[config.mk]
export PLATFORM = sky130hd
export DESIGN_NAME = matrix_mult_2x2_flat
export DESIGN_NICKNAME = d
export VERILOG_FILES = /design/src/rtl/matrix_mult_2x2_if.sv /design/src/rtl/matrix_mult_2x2.sv /design/src/flat_wrapper.sv
export SDC_FILE = /design/constraint.sdc
export NUM_CORES = 1
export LEC_CHECK = 0
export CORE_UTILIZATION = 40
export DETAILED_ROUTE_END_ITERATION = 10
export SYNTH_ARGS = -nofsm -noshare
export SYNTH_HDL_FRONTEND = slang
export SYNTH_SLANG_ARGS = --single-unit
[constraint.sdc]
create_clock -name clk -period 11.57 [get_ports clk]
set_clock_uncertainty 0.1 [all_clocks]
set_input_delay 2.314 -clock clk [delete_from_list [all_inputs] [get_ports clk]]
set_output_delay 2.314 -clock clk [all_outputs]
set_load 0.02 [all_outputs]
[src/rtl/matrix_mult_2x2_if.sv]
`timescale 1ns/1ps
`default_nettype none
// ============================================================================
// Module   : matrix_mult_2x2_if
// Brief    : Handshake and operand/result bundle for the 2x2 matrix multiplier.
// Revision : 1.0  initial release
// ============================================================================
interface matrix_mult_2x2_if #(
    parameter int WIDTH = 16
);
    logic                          clk_en;
    logic                          startMul;
    logic [1:0][1:0][WIDTH-1:0]    A;
    logic [1:0][1:0][WIDTH-1:0]    B;
    logic [1:0][1:0][WIDTH-1:0]    Res;
    logic                          endMul;
    logic                          busy;
    logic                          ovf;

    modport master (
        output clk_en, startMul, A, B,
        input  Res, endMul, busy, ovf
    );

    modport slave (
        input  clk_en, startMul, A, B,
        output Res, endMul, busy, ovf
    );
endinterface
`default_nettype wire

[src/rtl/matrix_mult_2x2.sv]
`timescale 1ns/1ps
`default_nettype none
// ============================================================================
// Module   : matrix_mult_2x2
// Brief    : Sequential signed fixed-point 2x2 product Res = A*B, one MAC/cycle.
// Revision : 1.0  initial release
// ============================================================================
module matrix_mult_2x2 #(
    parameter int WIDTH     = 16,
    parameter int intDigits = 10
) (
    input  logic                    clk,
    input  logic                    rst,
    matrix_mult_2x2_if.slave        bus
);
    localparam int FRAC = WIDTH - intDigits;
    localparam int AW   = 2 * WIDTH + 1;

    localparam logic [1:0] IDLE = 2'd0;
    localparam logic [1:0] MAC  = 2'd1;
    localparam logic [1:0] DONE = 2'd2;

    localparam logic signed [AW-1:0] SAT_MAX = {{(WIDTH+2){1'b0}}, {(WIDTH-1){1'b1}}};
    localparam logic signed [AW-1:0] SAT_MIN = {{(WIDTH+2){1'b1}}, {(WIDTH-1){1'b0}}};

    typedef logic [1:0][1:0][WIDTH-1:0] mat_t;

    logic [1:0]              state_q, state_d;
    logic [2:0]              k_q;
    logic signed [AW-1:0]    acc_q;
    mat_t                    a_q, b_q, buf_q, res_q;
    logic                    flag_q, ovf_q;

    logic                    w_i, w_j, w_m;
    logic signed [WIDTH-1:0] w_a, w_b;
    logic signed [2*WIDTH-1:0] w_prod;
    logic signed [AW-1:0]    w_sum, w_shift;
    logic [WIDTH-1:0]        w_elem;
    logic                    w_sat;
    mat_t                    w_buf_next;

    // k enumerates (row, col, inner index) with the inner index fastest.
    assign w_i = k_q[2];
    assign w_j = k_q[1];
    assign w_m = k_q[0];

    assign w_a     = a_q[w_i][w_m];
    assign w_b     = b_q[w_m][w_j];
    assign w_prod  = w_a * w_b;
    assign w_sum   = acc_q + $signed({w_prod[2*WIDTH-1], w_prod});
    assign w_shift = w_sum >>> FRAC;

    always_comb begin
        w_sat  = 1'b0;
        w_elem = w_shift[WIDTH-1:0];
        if (w_shift > SAT_MAX) begin
            w_elem = {1'b0, {(WIDTH-1){1'b1}}};
            w_sat  = 1'b1;
        end else if (w_shift < SAT_MIN) begin
            w_elem = {1'b1, {(WIDTH-1){1'b0}}};
            w_sat  = 1'b1;
        end
    end

    always_comb begin
        w_buf_next           = buf_q;
        w_buf_next[w_i][w_j] = w_elem;
    end

    always_comb begin
        state_d = state_q;
        case (state_q)
            IDLE:    if (bus.startMul) state_d = MAC;
            MAC:     if (k_q == 3'd7)  state_d = DONE;
            DONE:    state_d = IDLE;
            default: state_d = IDLE;
        endcase
    end

    always_ff @(posedge clk) begin
        if (rst) begin
            state_q <= IDLE;
            k_q     <= '0;
            acc_q   <= '0;
            a_q     <= '0;
            b_q     <= '0;
            buf_q   <= '0;
            res_q   <= '0;
            flag_q  <= 1'b0;
            ovf_q   <= 1'b0;
        end else if (bus.clk_en) begin
            state_q <= state_d;
            case (state_q)
                IDLE: begin
                    if (bus.startMul) begin
                        a_q    <= bus.A;
                        b_q    <= bus.B;
                        k_q    <= '0;
                        acc_q  <= '0;
                        flag_q <= 1'b0;
                    end
                end
                MAC: begin
                    k_q <= k_q + 3'd1;
                    if (w_m) begin
                        buf_q  <= w_buf_next;
                        acc_q  <= '0;
                        flag_q <= flag_q | w_sat;
                    end else begin
                        acc_q  <= w_sum;
                    end
                    // Last element goes straight to Res so the result appears with DONE.
                    if (k_q == 3'd7) begin
                        res_q <= w_buf_next;
                        ovf_q <= flag_q | w_sat;
                    end
                end
                default: ;
            endcase
        end
    end

    assign bus.Res    = res_q;
    assign bus.ovf    = ovf_q;
    assign bus.busy   = (state_q != IDLE);
    assign bus.endMul = (state_q == DONE);
endmodule
`default_nettype wire

[src/flat_wrapper.sv]
// flat-port wrapper written by rule: the top's interface ports become plain ports
module matrix_mult_2x2_flat 
#(
    parameter int WIDTH     = 16,
    parameter int intDigits = 10
)
  (clk, rst, bus_clk_en, bus_startMul, bus_A, bus_B, bus_Res, bus_endMul, bus_busy, bus_ovf);
  matrix_mult_2x2_if #(.WIDTH(WIDTH)) bus_i ();
  input  logic clk;
  input  logic rst;
  input wire logic [$bits(bus_i.clk_en)-1:0] bus_clk_en;
  input wire logic [$bits(bus_i.startMul)-1:0] bus_startMul;
  input wire logic [$bits(bus_i.A)-1:0] bus_A;
  input wire logic [$bits(bus_i.B)-1:0] bus_B;
  output wire logic [$bits(bus_i.Res)-1:0] bus_Res;
  output wire logic [$bits(bus_i.endMul)-1:0] bus_endMul;
  output wire logic [$bits(bus_i.busy)-1:0] bus_busy;
  output wire logic [$bits(bus_i.ovf)-1:0] bus_ovf;
  assign bus_i.clk_en = bus_clk_en;
  assign bus_i.startMul = bus_startMul;
  assign bus_i.A = bus_A;
  assign bus_i.B = bus_B;
  assign bus_Res = bus_i.Res;
  assign bus_endMul = bus_i.endMul;
  assign bus_busy = bus_i.busy;
  assign bus_ovf = bus_i.ovf;
  matrix_mult_2x2 #(.WIDTH(WIDTH), .intDigits(intDigits)) u_core (.clk(clk), .rst(rst), .bus(bus_i));
endmodule
# [After elaboration in Yosys (flattened, before gate mapping)]
# Cells that the tools add are included.
[word_totals] regBits=296 input_bits=132 out_inout_bits=67 word_cells=77
[classes] addsub=2 mul=1 order_cmp=7 eq_ne=6 mux=28 n_bitwise=1 n_reduce_logical=11
[ops] op="32-bit two-way mux" n=5
[ops] op="16-bit two-way mux" n=7
[ops] op="33-bit two-way mux" n=2
[ops] op="33-bit one-hot mux with 2 select lines" n=1
[ops] op="64-bit bitwise mux" n=1
[ops] op="33-bit by 32-bit adder with 33-bit output" n=1
[ops] op="32-bit demux with 1-bit select" n=1
[ops] op="16-bit by 16-bit multiplier with 32-bit output" n=1
[ops] op="27-bit by 16-bit > comparator with 1-bit output, second input constant" n=1
[ops] op="27-bit by 16-bit less-than comparator with 1-bit output, second input constant" n=1
[ops] op="16-bit demux with 1-bit select" n=1
[ops] op="3-bit AND reduction" n=5
[ops] op="1-bit by 2-bit less-than comparator with 1-bit output, second input constant" n=3
[ops] op="3-bit one-hot mux with 2 select lines" n=1
[ops] op="1-bit two-way mux" n=4
[ops] op="2-bit two-way mux" n=2
[ops] op="2-bit by 1-bit != test with 1-bit output, second input constant" n=2
[ops] op="2-bit one-hot mux with 2 select lines" n=1
[ops] op="4-bit AND reduction" n=1
[ops] op="2-bit nonzero test" n=2
[ops] op="3-bit by 1-bit adder with 3-bit output, second input constant" n=1
[ops] op="3-bit equality test, second input constant" n=1
[ops] op="3-bit two-way mux" n=1
[ops] op="2-bit by 1-bit equality test with 1-bit output, second input constant" n=1
[ops] op="7 further kinds" n=9

# [Longest topological paths before layout]
# Gate-level depths: netlist (run 1).
[depth] ltp_word=12 depth_mapped=32 mapped_depth_nobuf=28

# [Worst setup path after synthesis (run 1)]
# Ideal clock, no wire load.
[synth_timing] kind="reg2reg" from="reg u_core.k_q[1]" to="reg u_core.buf_q[3] (netlist bit)" setup_ns=0.086 arrival_time_ns=8.710 t_required_ns=11.384 setup_slack_ns=2.675 path_stages_with_launch=29 n_path_buf=4 path_cell_list="dfxtp_1 -> buf_1 -> buf_1 -> mux2_2 -> o21ai_1 -> clkbuf_1 -> nor2_1 -> fa_1 -> inv_1 -> fa_1 -> fa_1 -> fa_1 -> inv_1 -> fa_1 -> inv_1 -> fa_1 -> inv_1 -> ha_1 -> nand2_1 -> nor3_1 -> or3_1 -> or4b_4 -> a31oi_2 -> xnor2_1 -> nand4_1 -> o41ai_4 -> buf_6 -> a21oi_4 -> a211oi_1"
[synth_via] elab_chain_len=8
[synth_rtl] item="start, declared" line_no="matrix_mult_2x2.sv:29" text="logic [2:0] k_q;"
[synth_rtl] item="start signal, assigned" line_no="matrix_mult_2x2.sv:104" text="k_q <= k_q + 3'd1;"
[synth_rtl] item="16-bit two-way mux (implied by the code) (2 in a row)" line_no="matrix_mult_2x2.sv:48" text="assign w_b = b_q[w_m][w_j];"
[synth_rtl] item="16-bit by 16-bit multiplier with 32-bit output" line_no="matrix_mult_2x2.sv:49" text="assign w_prod = w_a * w_b;"
[synth_rtl] item="33-bit by 32-bit adder with 33-bit output" line_no="matrix_mult_2x2.sv:50" text="assign w_sum = acc_q + $signed({w_prod[2*WIDTH-1], w_prod});"
[synth_rtl] item="27-bit by 16-bit less-than comparator with 1-bit output" line_no="matrix_mult_2x2.sv:59" text="end else if (w_shift < SAT_MIN) begin"
[synth_rtl] item="16-bit two-way mux" line_no="matrix_mult_2x2.sv:59"
[synth_rtl] item="16-bit two-way mux" line_no="matrix_mult_2x2.sv:56" text="if (w_shift > SAT_MAX) begin"
[synth_rtl] item="64-bit bitwise mux *" line_no="matrix_mult_2x2.sv:67" text="w_buf_next[w_i][w_j] = w_elem;"
[synth_rtl] item="end signal, assigned" line_no="matrix_mult_2x2.sv:106" text="buf_q <= w_buf_next;"
[synth_rtl] item="end, declared" line_no="matrix_mult_2x2.sv:31" text="mat_t a_q, b_q, buf_q, res_q;"
# Mark *: on every way between the ends. The rest lies on a longest branch, timed or not. The select of a mux whose other input is x is not followed.
# A chain may end at the register's enable or synchronous reset.

# [Worst setup path after layout (run 1)]
[layout_timing] from="reg u_core.k_q[2]" to="reg u_core.buf_q[17] (netlist bit)"
[layout_via] elab_chain_len=10
[layout_rtl] item="32-bit two-way mux (implied by the code) (2 in a row)" line_no="matrix_mult_2x2.sv:47" text="assign w_a = a_q[w_i][w_m];"
[layout_rtl] item="16-bit two-way mux (implied by the code) (2 in a row)" line_no="matrix_mult_2x2.sv:47"
[layout_rtl] item="16-bit by 16-bit multiplier with 32-bit output" line_no="matrix_mult_2x2.sv:49"
[layout_rtl] item="33-bit by 32-bit adder with 33-bit output" line_no="matrix_mult_2x2.sv:50"
[layout_rtl] item="27-bit by 16-bit less-than comparator with 1-bit output" line_no="matrix_mult_2x2.sv:59"
[layout_rtl] item="16-bit two-way mux" line_no="matrix_mult_2x2.sv:59"
[layout_rtl] item="16-bit two-way mux" line_no="matrix_mult_2x2.sv:56"
[layout_rtl] item="64-bit bitwise mux *" line_no="matrix_mult_2x2.sv:67"
# Marked as above.

==> key figures, run 1 <==
Outcome
  • Status: finished, final reports clean

Yosys
  • Yosys cell types: 65
  • Synthesized-area fraction occupied by adder cells: 0.314
  • Post-synth ARST share: 0
  • Most frequent cells after synthesis: nand2_1 (437), inv_1 (340), fa_1 (299), dfxtp_1 (296), nor2_1 (234)
  • Synth Area per Inst: 8.74 µm²
  • Syn Nets: 3175
  • Top FF cell, synth: dfxtp_1
  • Dominant cells by area after synthesis: fa_1 (26%), dfxtp_1 (26%), nand2_1 (7.1%), ha_1 (5.5%), inv_1 (5.5%)
  • Post-synthesis xor/xnor area fraction: 0.0155
  • Post-synthesis compound-gate area fraction: 0.139
  • Post-synthesis sequential area ratio: 0.256
  • #FFs+latches synth: 296
  • Synth warnings: 0
  • Cell area after synthesis: 23100 µm²
  • Synth area leader: fa_1
  • Count leader, synth: nand2_1
  • Mux cell area share after synthesis: 0.0310
  • Synth Area in Simple Gates: 0.162
  • Post-synth EDFFs: 0
  • Area share of the largest cell type after synthesis: 0.259
  • Gate Count Post-Synth: 2642
  • Main combinational cell family by area after synthesis: adder cells

Global routing
  • Gr usage total: 0.242
  • Largest net degree at the start of global routing: 213
  • Total congestion overflow: 0
  • Vias in the first global route: 20100
  • Global-route wire length before repair: 112000 µm
  • Initial antenna violation count: 0

Drt
  • Drt first pass iters: 5
  • # DRC: 0
  • Initial DRC Count: 1374
  • Post-route ant nets: 0
  • Via density: 5.39
  • Total number of vias: 19000
  • DR WL/cell: 19.7 µm
  • DRT Wirelength: 69500 µm

STA
  • Fmax: 0.103 GHz
  • Final min period: 9.71 ns
  • Total negative slack: 0 ns
  • Fin crit share: 0.839
  • Final slew viol count: 0
  • Slew HR: 0.225
  • Setup violations, final: 0
  • Worst slew pin tran: 1.16 ns
  • RSZ-0062 raised after global routing: false
  • Hold Vio Cnt, Final: 0

Worst setup path
  • Worst r2r path cells: 23
  • CP Launch Type: flip-flop
  • R2R Setup Slk: 1.86 ns
  • Worst Path Arrival: 10.08 ns
  • Critical path class: flip-flop to flip-flop
  • Crit path max fanout: 27
  • CP endpoint kind: flip-flop
  • Critical path required time: 11.93 ns

Final layout
  • Layout overhead on the synthesized area: 16.4%
  • Nets: 3279
  • Antenna cells: 0
  • Layout cells sized above 1: 0.0573

Floorplanning
  • Core ar.: 56700 µm²
  • Starting Density: 0.407
  • I/O pins: 199
  • Die area: 58700 µm²
  • Die height: 242 µm
  • Row count: 87
  • Die Wd: 242 µm

CTS
  • TritonCTS Buffers: 36
  • Bufs on Longest Clock Path: 3
  • Reg clk slew, reported paths: 0.06 ns
  • # hold bufs at CTS: 0
  • # H-tree levels: 2
  • Resized cells post-CTS: 0
  • TritonCTS clock tree: done
  • Clock Latency Late Sink: 0.56 ns
  • Post-CTS Setup Inserts: 0
  • CTS Sinks: 296
  • CTS root buffer: clkbuf_16

Placement
  • Post-detail-place hpwl: 52900 µm
  • # port buffers: 198
  • Gpl congestion: 0.934

Power and ir drop
  • PnR Total Power: 3.24 mW
  • Pleak: 11.4 nW
  • Worst vdd rail ir drop: 0.0888 mV
  • Pwr/cell area: 121 nW/µm²

Hold path
  • Hold path depth: 2
  • Worst min-delay path class: flip-flop to flip-flop

Flow run
  • Max-cap viol count: 0
-- cells in the final DEF, fill, tap and decap left out, drive strengths merged, types with 12 or more instances in the layout --
cell | Yosys | layout
fa | 299 | 299
and2 | 34 | 34
xnor2 | 33 | 33
a21oi | 234 | 234
o21a | 15 | 15
ha | 102 | 102
dfxtp | 296 | 296
and3 | 48 | 48
nor2 | 234 | 234
mux2 | 19 | 19
clkdlybuf4s50 | 0 | 197
o211ai | 18 | 18
mux4 | 13 | 13
a31oi | 12 | 12
o21ai | 47 | 47
clkbuf | 146 | 49
o22ai | 44 | 44
a22oi | 31 | 31
buf | 13 | 27
inv | 340 | 343
nor2b | 12 | 12
mux2i | 21 | 21
a211oi | 71 | 71
nand2 | 437 | 437
-- state kept, by name, indices dropped and copies added, names as in the netlist --
register	flops
u_core.a_q	64
u_core.acc_q	33
u_core.b_q	64
u_core.buf_q	64
u_core.bus.Res	64
u_core.bus.ovf	1
u_core.flag_q	1
u_core.k_q	3
u_core.state_q	2
-- worst max-delay path: stages (launching register included) --
cell and delay (ns):
dfxtp_2 0.78, buf_4 0.36, mux2i_1 0.27, nand2_1 0.14, o21ai_1 0.59, nor2_1 0.25
fa_1 0.57, fa_1 0.50, fa_1 0.54, fa_1 0.44, fa_1 0.49, inv_1 0.05
fa_1 0.48, inv_1 0.04, ha_1 0.52, nand2_1 0.18, nor3_1 0.46, a21oi_1 0.26
xnor2_1 0.56, nand3_1 0.23, o41ai_4 0.91, buf_4 0.40, a21oi_2 0.18, a211oi_1 0.28
-- power by group --
group / internal [mW] / switching [mW] / total, mW
Clock: 0.704 / 0.480 / 1.18
Combinational: 0.317 / 0.678 / 0.995
Sequential: 1.05 / 0.0173 / 1.06
-- metal layers --
layer  part of all wire  global-route usage
met3              0.054              0.0331
met2               0.49               0.411
met1               0.44               0.325
met4              0.021              0.0581
met5                  0                   0
-- per-stage QoR --
stage,utilization,hold slack [ns],std cells,cell area [µm²],setup slack [ns]
finish,0.474,0.353,3529,26900,1.86
global route,0.474,0.371,3529,26900,1.25
CTS,0.474,0.354,3529,26900,1.88
detailed placement,0.453,0.345,3464,25700,1.92
global placement,0.453,0.339,3464,25700,2.05
floorplan,-,0.333,2642,23100,2.67
-- cells by family after synthesis --
kind of cell               Yosys count
muxes                               53
AOI/OAI and AO/OA                  500
xor gates and xnor gates            41
DFF                                296
adders and majority gates          401
buffers and inverters              499
and+or+nand+nor                    852
-- worst paths after layout --
path,start,endpoint
min,u_core.b_q[44],u_core.b_q[44]
min reg2reg,u_core.b_q[44],u_core.b_q[44]
max,u_core.k_q[2],u_core.buf_q[17]
max reg2reg,u_core.k_q[2],u_core.buf_q[17]
-- layout make-up --
class / count / area, µm²
clock inverters: 17 / 239
repair buffers: 225 / 2200
flip-flops and latches: 296 / 5930
clock buffers: 48 / 996
fillers: 5424 / 29800
multi-input cells: 1847 / 15300
inverters: 340 / 1280
well taps: 756 / 946
Note: power is estimated with default switching activity, not from simulation.
==> inputs of run 2 (changes only) <==
Clock period 11.57 ns to 8.6 ns, I/O delays scaled along.
==> key figures, run 2 (synthesis results as in run 1) <==
Outcome
  • Status: finished, final reports clean

Worst setup path
  • Crit path max fanout: 14 (-48%)
  • Worst r2r src: u_core.k_q[1]
  • Critical path class: flip-flop to flip-flop
  • Worst r2r path cells: 25 (+8.7%)
  • CP endpoint kind: flip-flop
  • CP Launch Type: flip-flop
  • Worst R2R End: u_core.buf_q[44]
  • R2R Setup Slk: 0.34 ns (-1.52 ns)
  • Worst Path Arrival: 8.62 ns (-1.46 ns)
  • Critical path required time: 8.96 ns (-2.97 ns)

Hold path
  • Worst min-delay path class: flip-flop to flip-flop
  • Hold Path End: u_core.b_q[32]
  • Hold path depth: 2 (unchanged)
  • Hold path startpoint: u_core.b_q[32]

CTS
  • CTS root buffer: clkbuf_16
  • Bufs on Longest Clock Path: 3 (unchanged)
  • TritonCTS Buffers: 36 (unchanged)
  • Reg clk slew, reported paths: 0.06 ns (about the same)
  • # H-tree levels: 2 (unchanged)
  • Clock Latency Late Sink: 0.57 ns (about the same)
  • CTS Sinks: 296 (unchanged)
  • TritonCTS clock tree: done

Final layout
  • Storage element area: 5940 µm² (+0.13%)
  • Most frequent cells in the layout: nand2_1 (436), inv_1 (340), fa_1 (298)
  • Leading cell type in the layout, fill and taps excluded: nand2_1
  • Fillcell total: 5439 (+0.28%)
  • Area taken by multi-input logic gates: 15400 µm² (+0.72%)
  • Util after Layout: 0.486 (+0.0114)
  • Layout overhead on the synthesized area: 19.3%
  • Nets: 3339 (+1.8%)
  • Layout cells sized above 1: 0.0805 (+0.0232)

Global routing
  • Global-route wire length before repair: 113000 µm (+0.72%)
  • Initial antenna violation count: 0 (unchanged)
  • Total congestion overflow: 0 (unchanged)
  • Largest net degree at the start of global routing: 120 (-44%)
  • Vias in the first global route: 20100 (-0.045%)
  • Gr usage total: 0.246 (+0.00399)

Floorplanning
  • Starting Density: 0.407 (unchanged)
  • Die Wd: 242 µm (unchanged)
  • Die height: 242 µm (unchanged)
  • Core ar.: 56700 µm² (unchanged)
  • Row count: 87 (unchanged)
  • I/O pins: 199 (unchanged)
  • Die area: 58700 µm² (unchanged)

Drt
  • Initial DRC Count: 1291 (-6.0%)
  • Post-route ant nets: 0 (unchanged)
  • Drt first pass iters: 7 (+2)
  • DR WL/cell: 20.1 µm (+2.3%)
  • # DRC: 0 (unchanged)
  • Via density: 5.35 (-0.66%)
  • Total number of vias: 19200 (+1.0%)
  • DRT Wirelength: 72300 µm (+4.0%)

STA
  • Min Hold Slack: 0.351 ns (-0.00147 ns)
  • Fmax: 0.121 GHz (+18%)
  • Final min period: 8.26 ns (-1.45 ns)
  • Worst setup margin: 0.340 ns (-1.52 ns)
  • Total negative slack: 0 ns (unchanged)
  • Worst slew pin tran: 1.12 ns (-0.0392 ns)
  • Hold Vio Cnt, Final: 0 (unchanged)
  • Fin crit share: 0.960 (+0.121)
  • Setup violations, final: 0 (unchanged)
  • RSZ-0062 raised after global routing: false
  • Slew HR: 0.251 (+0.0261)
  • Final slew viol count: 0 (unchanged)

Power and ir drop
  • PnR Total Power: 4.45 mW (+37%)
  • Worst vdd rail ir drop: 0.139 mV (+57%)
  • Pleak: 11.8 nW (+3.0%)
  • Pwr/cell area: 161 nW/µm² (+34%)

Placement
  • Dpl ws: 0.0418 ns (-1.87 ns)
  • Post-detail-place hpwl: 55200 µm (+4.4%)
  • # port buffers: 198 (unchanged)
  • Gpl congestion: 0.961 (+2.9%)

Flow run
  • Max-cap viol count: 0 (unchanged)
## run 2: worst max-delay path by stage
stage                       start                to  slack [ns]
finish              u_core.k_q[1]  u_core.buf_q[44]        0.34
global route        u_core.k_q[2]  u_core.buf_q[45]        0.01
CTS                 u_core.k_q[0]  u_core.buf_q[62]        0.03
detailed placement  u_core.k_q[2]  u_core.buf_q[62]        0.04
global placement    u_core.k_q[1]  u_core.buf_q[46]        0.13
floorplan           u_core.k_q[1]   u_core.buf_q[3]        0.14
## run 2: area by class of cell
class / instances / share of cell area
Antenna cell: 1 / 0.0000908
Clock inverter: 17 / 0.00740
Timing Repair Buffer: 283 / 0.0997
Multi-Input combinational cell: 1849 / 0.560
Inverter: 340 / 0.0463
Tap cell: 756 / 0.0343
Sequential cell: 296 / 0.215
Clock buffer: 47 / 0.0367
## run 2: critical path: stages, from the launching register on
cell and delay [ns]:
dfxtp_4 0.48, buf_4 0.21, mux4_2 0.58, buf_4 0.23
and2_1 0.19, fa_1 0.52, inv_1 0.06, fa_1 0.49
fa_1 0.64, fa_1 0.46, fa_1 0.49, inv_1 0.05
fa_1 0.43, ha_1 0.42, nand2_1 0.18, o31ai_2 0.43
nand2_1 0.10, nand2_1 0.08, a211oi_1 0.10, nor4_4 0.57
nand3_1 0.20, o41ai_4 0.44, buf_6 0.23, a21oi_4 0.08
buf_12 0.17, a211oi_1 0.20
## run 2: layer usage
layer / track usage / up-vias / wire length [µm] / share of wire
li1: - / 8890 / - / -
met1: 0.334 / 9678 / 32500 / 0.45
met2: 0.407 / 528 / 34100 / 0.47
met4: 0.0685 / 0 / 1850 / 0.026
met3: 0.0354 / 106 / 3800 / 0.052
met5: 0 / - / 0 / 0
## run 2: stage by stage
stage / cell area [µm²] / instances
5_1_grt: 27500 / 3588
2_1_floorplan: 23100 / 2642
3_5_place_dp: 26100 / 3513
6_report: 27600 / 3589
4_1_cts: 27300 / 3577
3_3_place_gp: 26100 / 3513
## run 2: report_power, final
group	switching [mW]	internal, mW
Clock	0.649	0.904
Sequential	0.0232	1.41
Combinational	0.934	0.533
Total	1.61	2.84
## run 2: repair_timing
item	4_1_cts	5_1_grt
hold buffers	0	0
pin swaps	0	3
resized for setup	1	20
endpoints found under the setup margin	1	122
setup buffers	0	9
gates cloned	0	2
